**src/rtl/alu_exec_unit_pkg.sv**
```systemverilog
// alu_exec_unit shared definitions: alu_ctrl width, named
// operation codes and EX-stage FSM state encoding.
package alu_exec_unit_pkg;

  localparam int ALU_CTRL_W = 4;

  localparam logic [3:0] ALU_AND = 4'b0000;
  localparam logic [3:0] ALU_OR  = 4'b0001;
  localparam logic [3:0] ALU_ADD = 4'b0010;
  localparam logic [3:0] ALU_XOR = 4'b0011;
  localparam logic [3:0] ALU_NOR = 4'b0100;
  localparam logic [3:0] ALU_MUL = 4'b0101;
  localparam logic [3:0] ALU_SUB = 4'b0110;
  localparam logic [3:0] ALU_DIV = 4'b0111;
  localparam logic [3:0] ALU_SLL = 4'b1000;
  localparam logic [3:0] ALU_SRL = 4'b1001;
  localparam logic [3:0] ALU_SRA = 4'b1010;
  localparam logic [3:0] ALU_LUI = 4'b1011;
  localparam logic [3:0] ALU_BEQ = 4'b1100;
  localparam logic [3:0] ALU_BNE = 4'b1101;
  localparam logic [3:0] ALU_BLT = 4'b1110;
  localparam logic [3:0] ALU_BLE = 4'b1111;

  typedef enum logic [1:0] {
    ST_IDLE = 2'd0,
    ST_MUL  = 2'd1,
    ST_DIV  = 2'd2,
    ST_DONE = 2'd3
  } state_e;

endpackage

```
**src/rtl/alu_exec_unit_muldiv.sv**
```systemverilog
// alu_muldiv_iter: shared shift register + counter for unsigned MUL
// (shift-add) and DIV (restoring). Ports: clk, rst_n, start, is_div,
// a, b in; done (1-cycle pulse once lo/hi are final), lo, hi out.
module alu_muldiv_iter #(
  parameter int W = 32
) (
  input  logic         clk,
  input  logic         rst_n,
  input  logic         start,
  input  logic         is_div,
  input  logic [W-1:0] a,
  input  logic [W-1:0] b,
  output logic         done,
  output logic [W-1:0] lo,
  output logic [W-1:0] hi
);

  localparam int CW = $clog2(W);

  logic [W-1:0]  r_lo;
  logic [W-1:0]  r_hi;
  logic [W-1:0]  r_m;
  logic          r_div;
  logic          r_busy;
  logic          r_done;
  logic [CW-1:0] r_cnt;

  logic [W-1:0]  w_cur_lo;
  logic [W-1:0]  w_cur_hi;
  logic [W-1:0]  w_cur_m;
  logic          w_cur_div;
  logic [W:0]    w_sum;
  logic [W:0]    w_sh;
  logic          w_ge;
  logic [W-1:0]  w_diff;
  logic [W-1:0]  w_nxt_lo;
  logic [W-1:0]  w_nxt_hi;
  logic          w_step;
  logic          w_last;

  // The first step is folded into the start cycle so the
  // final value lands one cycle before the top registers it.
  always_comb begin
    w_cur_lo  = start ? a : r_lo;
    w_cur_hi  = start ? '0 : r_hi;
    w_cur_m   = start ? b : r_m;
    w_cur_div = start ? is_div : r_div;
  end

  always_comb begin
    w_sum = {1'b0, w_cur_hi}
          + (w_cur_lo[0] ? {1'b0, w_cur_m} : '0);
    w_sh  = {w_cur_hi, w_cur_lo[W-1]};
    w_ge  = (w_sh >= {1'b0, w_cur_m});
    // remainder stays below divisor, so W bits suffice
    w_diff = w_sh[W-1:0] - w_cur_m;
    if (w_cur_div) begin
      w_nxt_hi = w_ge ? w_diff : w_sh[W-1:0];
      w_nxt_lo = {w_cur_lo[W-2:0], w_ge};
    end else begin
      w_nxt_hi = w_sum[W:1];
      w_nxt_lo = {w_sum[0], w_cur_lo[W-1:1]};
    end
  end

  assign w_step = start | r_busy;
  assign w_last = r_busy & (r_cnt == CW'(W - 1));

  always_ff @(posedge clk or negedge rst_n) begin
    if (!rst_n) begin
      r_lo   <= '0;
      r_hi   <= '0;
      r_m    <= '0;
      r_div  <= 1'b0;
      r_busy <= 1'b0;
      r_done <= 1'b0;
      r_cnt  <= '0;
    end else begin
      r_done <= w_last;
      if (w_step) begin
        r_lo <= w_nxt_lo;
        r_hi <= w_nxt_hi;
      end
      if (start) begin
        r_m    <= b;
        r_div  <= is_div;
        r_busy <= 1'b1;
        r_cnt  <= CW'(1);
      end else if (r_busy) begin
        r_cnt <= r_cnt + CW'(1);
        if (w_last) begin
          r_busy <= 1'b0;
          r_cnt  <= '0;
        end
      end
    end
  end

  assign done = r_done;
  assign lo   = r_lo;
  assign hi   = r_hi;

endmodule

```
**src/rtl/alu_exec_unit.sv**
```systemverilog
// alu_exec_unit: EX-stage ALU behind valid/ready. Single-cycle ops
// return next cycle; MUL/DIV iterate DATA_WIDTH cycles in
// alu_muldiv_iter. Outputs: in_ready, out_valid, result, result_hi,
// zero, branch_taken, div_by_zero (all registered).
module alu_exec_unit
  import alu_exec_unit_pkg::*;
#(
  parameter int DATA_WIDTH = 32,
  parameter int CTRL_WIDTH = ALU_CTRL_W
) (
  input  logic                  clk,
  input  logic                  rst_n,
  input  logic                  in_valid,
  output logic                  in_ready,
  input  logic [CTRL_WIDTH-1:0] alu_ctrl,
  input  logic [DATA_WIDTH-1:0] op_a,
  input  logic [DATA_WIDTH-1:0] op_b,
  output logic                  out_valid,
  input  logic                  out_ready,
  output logic [DATA_WIDTH-1:0] result,
  output logic [DATA_WIDTH-1:0] result_hi,
  output logic                  zero,
  output logic                  branch_taken,
  output logic                  div_by_zero
);

  localparam int SW = $clog2(DATA_WIDTH);

  state_e                r_state;
  logic [DATA_WIDTH-1:0] r_result;
  logic [DATA_WIDTH-1:0] r_hi;
  logic                  r_zero;
  logic                  r_br;
  logic                  r_dbz;

  logic                  w_accept;
  logic                  w_is_mul;
  logic                  w_is_div;
  logic                  w_b_zero;
  logic                  w_start;
  logic [SW-1:0]         w_shamt;
  logic [DATA_WIDTH-1:0] w_res;
  logic                  w_br;
  logic                  w_it_done;
  logic [DATA_WIDTH-1:0] w_it_lo;
  logic [DATA_WIDTH-1:0] w_it_hi;

  assign in_ready  = (r_state == ST_IDLE);
  assign out_valid = (r_state == ST_DONE);
  assign w_accept  = in_valid & in_ready;
  assign w_is_mul  = (alu_ctrl == ALU_MUL);
  assign w_is_div  = (alu_ctrl == ALU_DIV);
  assign w_b_zero  = (op_b == '0);
  assign w_shamt   = op_b[SW-1:0];
  // DIV by zero never enters the iterator
  assign w_start   = w_accept
                   & (w_is_mul | (w_is_div & ~w_b_zero));

  always_comb begin
    w_res = '0;
    w_br  = 1'b0;
    unique case (alu_ctrl)
      ALU_AND: w_res = op_a & op_b;
      ALU_OR:  w_res = op_a | op_b;
      ALU_ADD: w_res = op_a + op_b;
      ALU_XOR: w_res = op_a ^ op_b;
      ALU_NOR: w_res = ~(op_a | op_b);
      ALU_SUB: w_res = op_a - op_b;
      ALU_MUL, ALU_DIV: w_res = '0;
      ALU_SLL: w_res = op_a << w_shamt;
      ALU_SRL: w_res = op_a >> w_shamt;
      ALU_SRA: w_res = $signed(op_a) >>> w_shamt;
      ALU_LUI: w_res = op_b << (DATA_WIDTH / 2);
      ALU_BEQ: w_br = (op_a == op_b);
      ALU_BNE: w_br = (op_a != op_b);
      ALU_BLT: w_br = ($signed(op_a) < $signed(op_b));
      ALU_BLE: w_br = ($signed(op_a) <= $signed(op_b));
      default: w_res = '0;
    endcase
    // compare codes report the outcome in bit 0
    w_res = w_res | DATA_WIDTH'(w_br);
  end

  alu_muldiv_iter #(
    .W(DATA_WIDTH)
  ) u_iter (
    .clk   (clk),
    .rst_n (rst_n),
    .start (w_start),
    .is_div(w_is_div),
    .a     (op_a),
    .b     (op_b),
    .done  (w_it_done),
    .lo    (w_it_lo),
    .hi    (w_it_hi)
  );

  always_ff @(posedge clk or negedge rst_n) begin
    if (!rst_n) begin
      r_state  <= ST_IDLE;
      r_result <= '0;
      r_hi     <= '0;
      r_zero   <= 1'b0;
      r_br     <= 1'b0;
      r_dbz    <= 1'b0;
    end else begin
      unique case (r_state)
        ST_IDLE: begin
          if (w_accept) begin
            r_dbz <= 1'b0;
            r_br  <= 1'b0;
            if (w_is_mul) begin
              r_state <= ST_MUL;
            end else if (w_is_div && !w_b_zero) begin
              r_state <= ST_DIV;
            end else if (w_is_div) begin
              r_result <= '1;
              r_hi     <= op_a;
              r_zero   <= 1'b0;
              r_dbz    <= 1'b1;
              r_state  <= ST_DONE;
            end else begin
              r_result <= w_res;
              r_hi     <= '0;
              r_zero   <= (w_res == '0);
              r_br     <= w_br;
              r_state  <= ST_DONE;
            end
          end
        end
        ST_MUL, ST_DIV: begin
          if (w_it_done) begin
            r_result <= w_it_lo;
            r_hi     <= w_it_hi;
            r_zero   <= (w_it_lo == '0);
            r_state  <= ST_DONE;
          end
        end
        ST_DONE: begin
          if (out_ready) r_state <= ST_IDLE;
        end
        default: r_state <= ST_IDLE;
      endcase
    end
  end

  assign result       = r_result;
  assign result_hi    = r_hi;
  assign zero         = r_zero;
  assign branch_taken = r_br;
  assign div_by_zero  = r_dbz;

endmodule

```
**config.mk**
```make
export PLATFORM = sky130hd
export DESIGN_NAME = alu_exec_unit
export DESIGN_NICKNAME = d
export VERILOG_FILES = /design/src/rtl/alu_exec_unit_pkg.sv /design/src/rtl/alu_exec_unit_muldiv.sv /design/src/rtl/alu_exec_unit.sv
export SDC_FILE = /design/constraint.sdc
export NUM_CORES = 1
export LEC_CHECK = 0
export BUFFER_PORTS_ARGS = -buffer_cell sky130_fd_sc_hd__buf_4
export CORE_UTILIZATION = 25
export CTS_CLUSTER_SIZE = 10
export DETAILED_ROUTE_END_ITERATION = 10
export PLACE_DENSITY = 0.42
export SYNTH_ARGS = -nofsm -noshare
export SYNTH_HDL_FRONTEND = slang
export SYNTH_SLANG_ARGS = --single-unit
```
**constraint.sdc**
```tcl
create_clock -name clk -period 5.5 [get_ports clk]
set_input_delay 1.1 -clock clk [delete_from_list [all_inputs] [get_ports clk]]
set_output_delay 1.1 -clock clk [all_outputs]
set_load 0.02 [all_outputs]
```
---- After elaboration in Yosys (flattened, before gate mapping) ----
Index checks and enable logic that the tools add are counted.
cells by class
  add/sub/neg operators ................... 5
  magnitude comparators ................... 3
  equal/unequal tests ..................... 26
  shift-type cells ........................ 3
  mux-type cells .......................... 46
  bitwise gates (word level) .............. 12
  reductions and logical operators ........ 13
operator list
  operator                                              count
  two-way mux 32 bit                                    17
  case mux 32 bit (10 select lines)                     1
  case mux 32 bit (2 select lines)                      2
  zero test 32 bit                                      3
  subtractor 32 bit                                     2
  adder 32 x 33 -> 33 bit                               1
  greater-or-equal comparator 33 x 32 -> 1 bit          1
  adder 32 bit                                          1
  bitwise AND 32 bit                                    1
  equality test 32 bit                                  1
  equality test 4 bit (second input constant)           8
  <= comparator 32 bit                                  1
  less-than comparator 32 bit                           1
  != test 32 bit                                        1
  NOT 32 bit                                            1
  OR 32 x 1 -> 32 bit                                   1
  OR 32 bit                                             1
  << shifter 32 x 5 -> 32 bit                           1
  >> shifter 32 x 5 -> 32 bit                           1
  >>> shifter 32 x 5 -> 32 bit                          1
  bitwise XOR 32 bit                                    1
  equality test 4 x 3 -> 1 bit (second input constant)  4
  two-way mux 1 bit                                     16
  two-way mux 5 bit                                     3
  other kinds (24)                                      37
word-level totals
  register bits after elaboration ......... 173
  bits of input ports ..................... 72
  output and inout bits ................... 69

---- Depth between registers and ports, before layout ----
  depth in word-level cells ............... 10
  gate-level depth with buffers ........... 25
  mapped depth without buffers ............ 21

---- Hierarchy ----
A second synthesis with hierarchy kept.
unflattened totals
  cells, all modules ...................... 3148
  area total of the unflattened synthesis .. 23527.6 sq um
by module, submodules not included
  module           times used  cells an instance  area each (sq um)  seq. area each (sq um)
  alu_exec_unit    1           2005               14345.0            1726.7
  alu_muldiv_iter  1           1143               9182.6             2602.5

---- Worst setup path before layout ----
No wires, ideal clock.
  path kind ............................... input to register
  start point ............................. in op_b[0]
  end point ............................... reg u_iter.r_hi[30], in the netlist u_iter.hi[30]
  library setup time ...................... 129 ps
  data arrival time ....................... 5919 ps
  required time ........................... 5371 ps
  setup slack ............................. -548 ps
  stages .................................. 25
  cells stage by stage .................... buf_4 -> nor4_4 -> nand4_1 -> o21ai_2 -> a21o_1 -> clkbuf_1 -> clkbuf_1 -> clkbuf_1 -> nand2_1 -> nand2_1 -> ha_1 -> inv_1 -> fa_1 -> a21o_1 -> a21o_1 -> a221oi_1 -> o311ai_1 -> a31oi_1 -> o311ai_1 -> a31oi_1 -> o21bai_1 -> a21o_1 -> a31oi_1 -> xor2_1 -> o21ai_0
between the ends
  word-level cells in the longest chain between the ends .. 9
ends and longest elaborated chain
  element                                                        line                                                    text
  from (decl)                                                    alu_exec_unit.sv:17                                     input logic [DATA_WIDTH-1:0] op_b,
  zero test 32 bit                                               alu_exec_unit.sv:53                                     assign w_b_zero = (op_b == '0);
  NOT 1 bit                                                      alu_exec_unit.sv:57                                     & (w_is_mul | (w_is_div & ~w_b_zero));
  bitwise AND 1 bit                                              alu_exec_unit.sv:57
  OR 1 bit                                                       alu_exec_unit.sv:57
  bitwise AND 1 bit                                              alu_exec_unit.sv:57
  two-way mux 32 bit (*)                                         alu_exec_unit_muldiv.sv:46                              w_cur_m = start ? b : r_m;
  named net u_iter.w_cur_m[0]                                    alu_exec_unit_muldiv.sv:30                              logic [W-1:0] w_cur_m;
  two-way mux 32 bit, or another cell as far along               alu_exec_unit_muldiv.sv:52                              + (w_cur_lo[0] ? {1'b0, w_cur_m} : '0);
  adder 32 x 33 -> 33 bit or two-way mux 32 bit (tied branches)  alu_exec_unit_muldiv.sv:52, alu_exec_unit_muldiv.sv:58
  two-way mux 32 bit (*)                                         alu_exec_unit_muldiv.sv:57                              if (w_cur_div) begin
  to (signal assigned)                                           alu_exec_unit_muldiv.sv:82                              r_hi <= w_nxt_hi;
  to (decl)                                                      alu_exec_unit_muldiv.sv:21                              logic [W-1:0] r_hi;
The timed path passes the listed nets; every way through them passes the cells marked *.
A chain may end at the register's enable or synchronous reset.

---- Final worst setup path ----
  start point ............................. in alu_ctrl[3]
  end point ............................... reg u_iter.r_hi[8], in the netlist u_iter.hi[8]
between the ends
  word-level cells in the longest chain between the ends .. 8
ends and longest elaborated chain
  element                                                        line                                                                                text
  from (decl)                                                    alu_exec_unit.sv:15                                                                 input logic [CTRL_WIDTH-1:0] alu_ctrl,
  equality test 4 x 3 -> 1 bit                                   alu_exec_unit.sv:52                                                                 assign w_is_div = (alu_ctrl == ALU_DIV);
  bitwise AND 1 bit                                              alu_exec_unit.sv:57
  OR 1 bit                                                       alu_exec_unit.sv:57
  bitwise AND 1 bit                                              alu_exec_unit.sv:57
  two-way mux 32 bit (on tied branches)                          alu_exec_unit_muldiv.sv:46, alu_exec_unit_muldiv.sv:44, alu_exec_unit_muldiv.sv:45
  two-way mux 32 bit, or another cell as far along               alu_exec_unit_muldiv.sv:52
  adder 32 x 33 -> 33 bit or two-way mux 32 bit (tied branches)  alu_exec_unit_muldiv.sv:52, alu_exec_unit_muldiv.sv:58
  two-way mux 32 bit                                             alu_exec_unit_muldiv.sv:57
Several ways; a longest one is shown, not always the timed one.

==> impl_metrics.py <==
metrics = {
    "floorplan": {
        "io_pins": 141,
        "start_util_pct": 25.32,
        "fp.dieW_um": 299.1,
        "core_area_um2": 87160,
        "die_y_um": 299.1,
        "dieArea_um2": 89460,
        "rows": 108,
    },
    "worst_setup_path": {
        "crit_path_max_fanout": 21,
        "startpoint_type": "input pin",
        "rr_worst_depth": 22,
        "cp_data_required_time_ns": 5.88,
        "critPathKind": "in -> reg",
        "end_kind": "register",
        "worst_ep_arrival_time_ns": 5.57,
    },
    "timing": {
        "rsz0062_at_grt": "false",
        "worst_pin_slew_ns": 1.214,
        "slew_headroom_pct": 18.80,
        "skew_ns": 0.02395,
        "drv_slew": 0,
        "fin_crit_sh_pct": 94.38,
        "fin_tns_setup_ns": 0,
        "hold_viol_final": 0,
        "finalSetupViolCount": 0,
        "min_period_ns": 5.191,
        "timing.fmax_mhz": 192.7,
    },
    "drt": {
        "ant_nets": 0,
        "remaining_drc_errors": 0,
        "dr.pass1.iters": 9,
        "drtIter0Drc": 2587,
        "drt_wl_total_um": 120300,
        "via_per_inst": 5.488,
        "vias": 25282,
        "wl_per_cell_um": 26.11,
    },
    "cells_and_area": {
        "n_fill_cell": 9524,
        "drive_gt1_share_pct": 24.39,
        "mostFrequentLayoutCell": "buf_4",
        "mostFrequentLayoutCells": "buf_4 (660), nand2_1 (311), nor2_1 (301), a21oi_1 (275), o21ai_0 (231)",
        "layout.cells.non_filler": 4607,
        "design_area_um2": 28620,
        "syn2layout_area_growth_pct": 29.70,
        "num-nets-final": 3688,
    },
    "grt": {
        "track_usage_pct": 26.48,
        "grt_overflow": 0,
        "grt_first_pass_wirelength_um": 174400,
        "grt_pass1_vias": 24875,
        "grt_max_degree": 107,
        "antenna_found_initial": 2,
    },
    "synth": {
        "ys_seq_area_share_pct": 19.62,
        "syn_area_um2": 22070,
        "syn_avg_cell_area_um2": 7.450,
        "ys.flop_type": "dfrtp_1",
        "ys_ff_latch": 173,
        "syn_inst": 2962,
        "synthArstFlopShare_pct": 100.0,
        "synth-edff-count": 0,
        "yosys_warnings": 0,
        "synth_nets": 3215,
        "synth_cell_types": 95,
    },
    "place": {
        "hpwl_um": 94750,
        "gp_congestion": 1.019,
        "dp_cells": 4571,
        "placed_area_um2": 27850,
        "io_buffers": 140,
    },
    "clock_tree": {
        "cts_buffer_depth": 2,
        "clk_latency_ns": 0.52,
        "htree_levels": 4,
        "clock-sinks": 173,
        "numCtsBuffers": 17,
        "ctsHoldBuffers": 0,
        "cts_tree": "yes",
        "post_cts_buffers": 0,
        "cts-root-buf": "clkbuf_16",
        "clk_pin_slew_ns": 0.08,
    },
    "power": {
        "p_per_area_nw_per_um2": 519.0,
        "ir_worst_vdd_uv": 401.3,
        "leakage_nw": 13.01,
        "combPwrFrac_pct": 75.6,
        "totalPowerFinal_w": 0.01485,
        "switching_power_w": 0.007408,
        "seqPwrFrac_pct": 15.8,
        "p_int_w": 0.007446,
        "switching_share_pct": 49.87,
        "clockPowerShare_pct": 8.7,
    },
    "worst_hold_path": {
        "holdPathStages": 2,
        "hold_path.class": "reg -> reg",
    },
    "job": {
        "cap_violations": 0,
    },
    "status": {
        "status": "finished, final reports clean",
    },
}
state kept, by name, summed over array words and instances, names as in the netlist:
name / count
r_state: 2
u_iter.r_m: 32
result: 32
div_by_zero: 1
u_iter.lo: 32
zero: 1
u_iter.r_busy: 1
u_iter.hi: 32
u_iter.r_div: 1
u_iter.done: 1
branch_taken: 1
u_iter.r_cnt: 5
result_hi: 32
logic make-up after synthesis:
logic type,count (synthesis),share of synthesized area (%)
xor gates and xnor gates,77,3.056
and+or+nand+nor,963,20.04
muxes,194,10.54
AOI/OAI and AO/OA,997,29.32
buffers and inverters,377,7.020
DFF,173,19.62
adders and majority gates,181,10.40
cell usage after synthesis (25+ instances only):
cell | n | area share (%)
xnor2_1 | 52 | 2.1
a211oi_1 | 36 | 1.2
xor2_1 | 25 | 0.99
a221oi_1 | 33 | 1.3
nand3_1 | 61 | 1.4
ha_1 | 177 | 10
nand2b_1 | 34 | 0.96
buf_2 | 37 | 0.84
clkbuf_1 | 149 | 2.5
nand2_1 | 311 | 5.3
o211ai_1 | 37 | 1.3
mux4_2 | 26 | 2.7
nor3_1 | 72 | 1.6
nor2_1 | 303 | 5.2
inv_1 | 155 | 2.6
and2_1 | 45 | 1.3
o22ai_1 | 41 | 1.2
o21ai_0 | 234 | 5.3
nand4_1 | 25 | 0.71
mux2i_1 | 126 | 5.7
a21o_1 | 58 | 2.0
a21oi_1 | 276 | 6.3
mux2_2 | 38 | 1.9
nor2b_1 | 27 | 0.77
a31oi_1 | 32 | 0.91
dfrtp_1 | 173 | 20
stage by stage:
step                hold slack [ns]  setup WS, ns  utilization [%]
finish                       0.4841        0.3093            32.84
CTS                          0.4908       0.05894            32.71
global route                 0.5109      0.001311            32.83
floorplan                    0.4566      0.002863                -
detailed placement           0.4714        -1.002            31.96
global placement             0.4679       -0.9473            31.96
layer usage:
layer  vias to the layer above  part of all wire (%)  global-route usage (%)
met1                     12232                    44                   36.05
met5                         -                     0                       0
met4                         0                   4.3                   11.35
met2                      1099                    44                   40.82
met3                       172                   7.8                   4.813
li1                      11779                     -                       -
worst max-delay path, cell delays in order:
cell and delay [ns]:
buf_4 0.13, buf_4 0.22, nor2b_1 0.20, nand2_1 0.22, a21o_4 0.33, buf_12 0.16, buf_4 0.15, and2_1 0.17
buf_4 0.14, ha_2 0.39, nand4_1 0.24, or4_1 0.60, nor4_2 0.16, buf_4 0.15, a221oi_1 0.06, o21ai_0 0.14
a31oi_1 0.07, o31a_2 0.15, buf_12 0.15, buf_12 0.14, a211o_1 0.28, o21ai_0 0.09, a21oi_1 0.10
area by class of cell:
type	instances	area (µm²)	share of cell area (%)
Sequential cell	173	4329	15.13
Tap cell	1155	1445	5.049
Antenna cell	4	10.01	0.03497
Multi-Input combinational cell	2412	16470	57.54
Clock inverter	14	161.4	0.5640
Timing Repair Buffer	672	5171	18.07
Clock buffer	18	439.2	1.534
Inverter	159	596.8	2.085
repair_timing:
item                                    CTS  global route
gates cloned                              0             0
endpoints found under the setup margin   32            32
resized for setup                         9            23
pin swaps                                 0             9
power groups by stage:
stage	clock, W	combinational, W	sequential, W
2_1_floorplan	0	0.00614	0.00246
3_5_place_dp	0	0.0111	0.00235
3_3_place_gp	0	0.0111	0.00235
4_1_cts	0.00133	0.0112	0.00233
5_1_grt	0.00137	0.0123	0.00241
6_report	0.00129	0.0112	0.00234
path summary, 6_finish.rpt:
path	start	to	slack, ns
setup reg to reg	r_state[0]	u_iter.hi[8]	0.81
setup / recovery	alu_ctrl[3]	u_iter.hi[8]	0.31
max in group asynchronous	rst_n	u_iter.hi[10]	3.73
min in group asynchronous	rst_n	u_iter.r_cnt[0]	0.67
hold / removal	result[11]	result[11]	0.48
hold reg to reg	result[11]	result[11]	0.48
No activity file was read; power rests on OpenSTA's default activity.
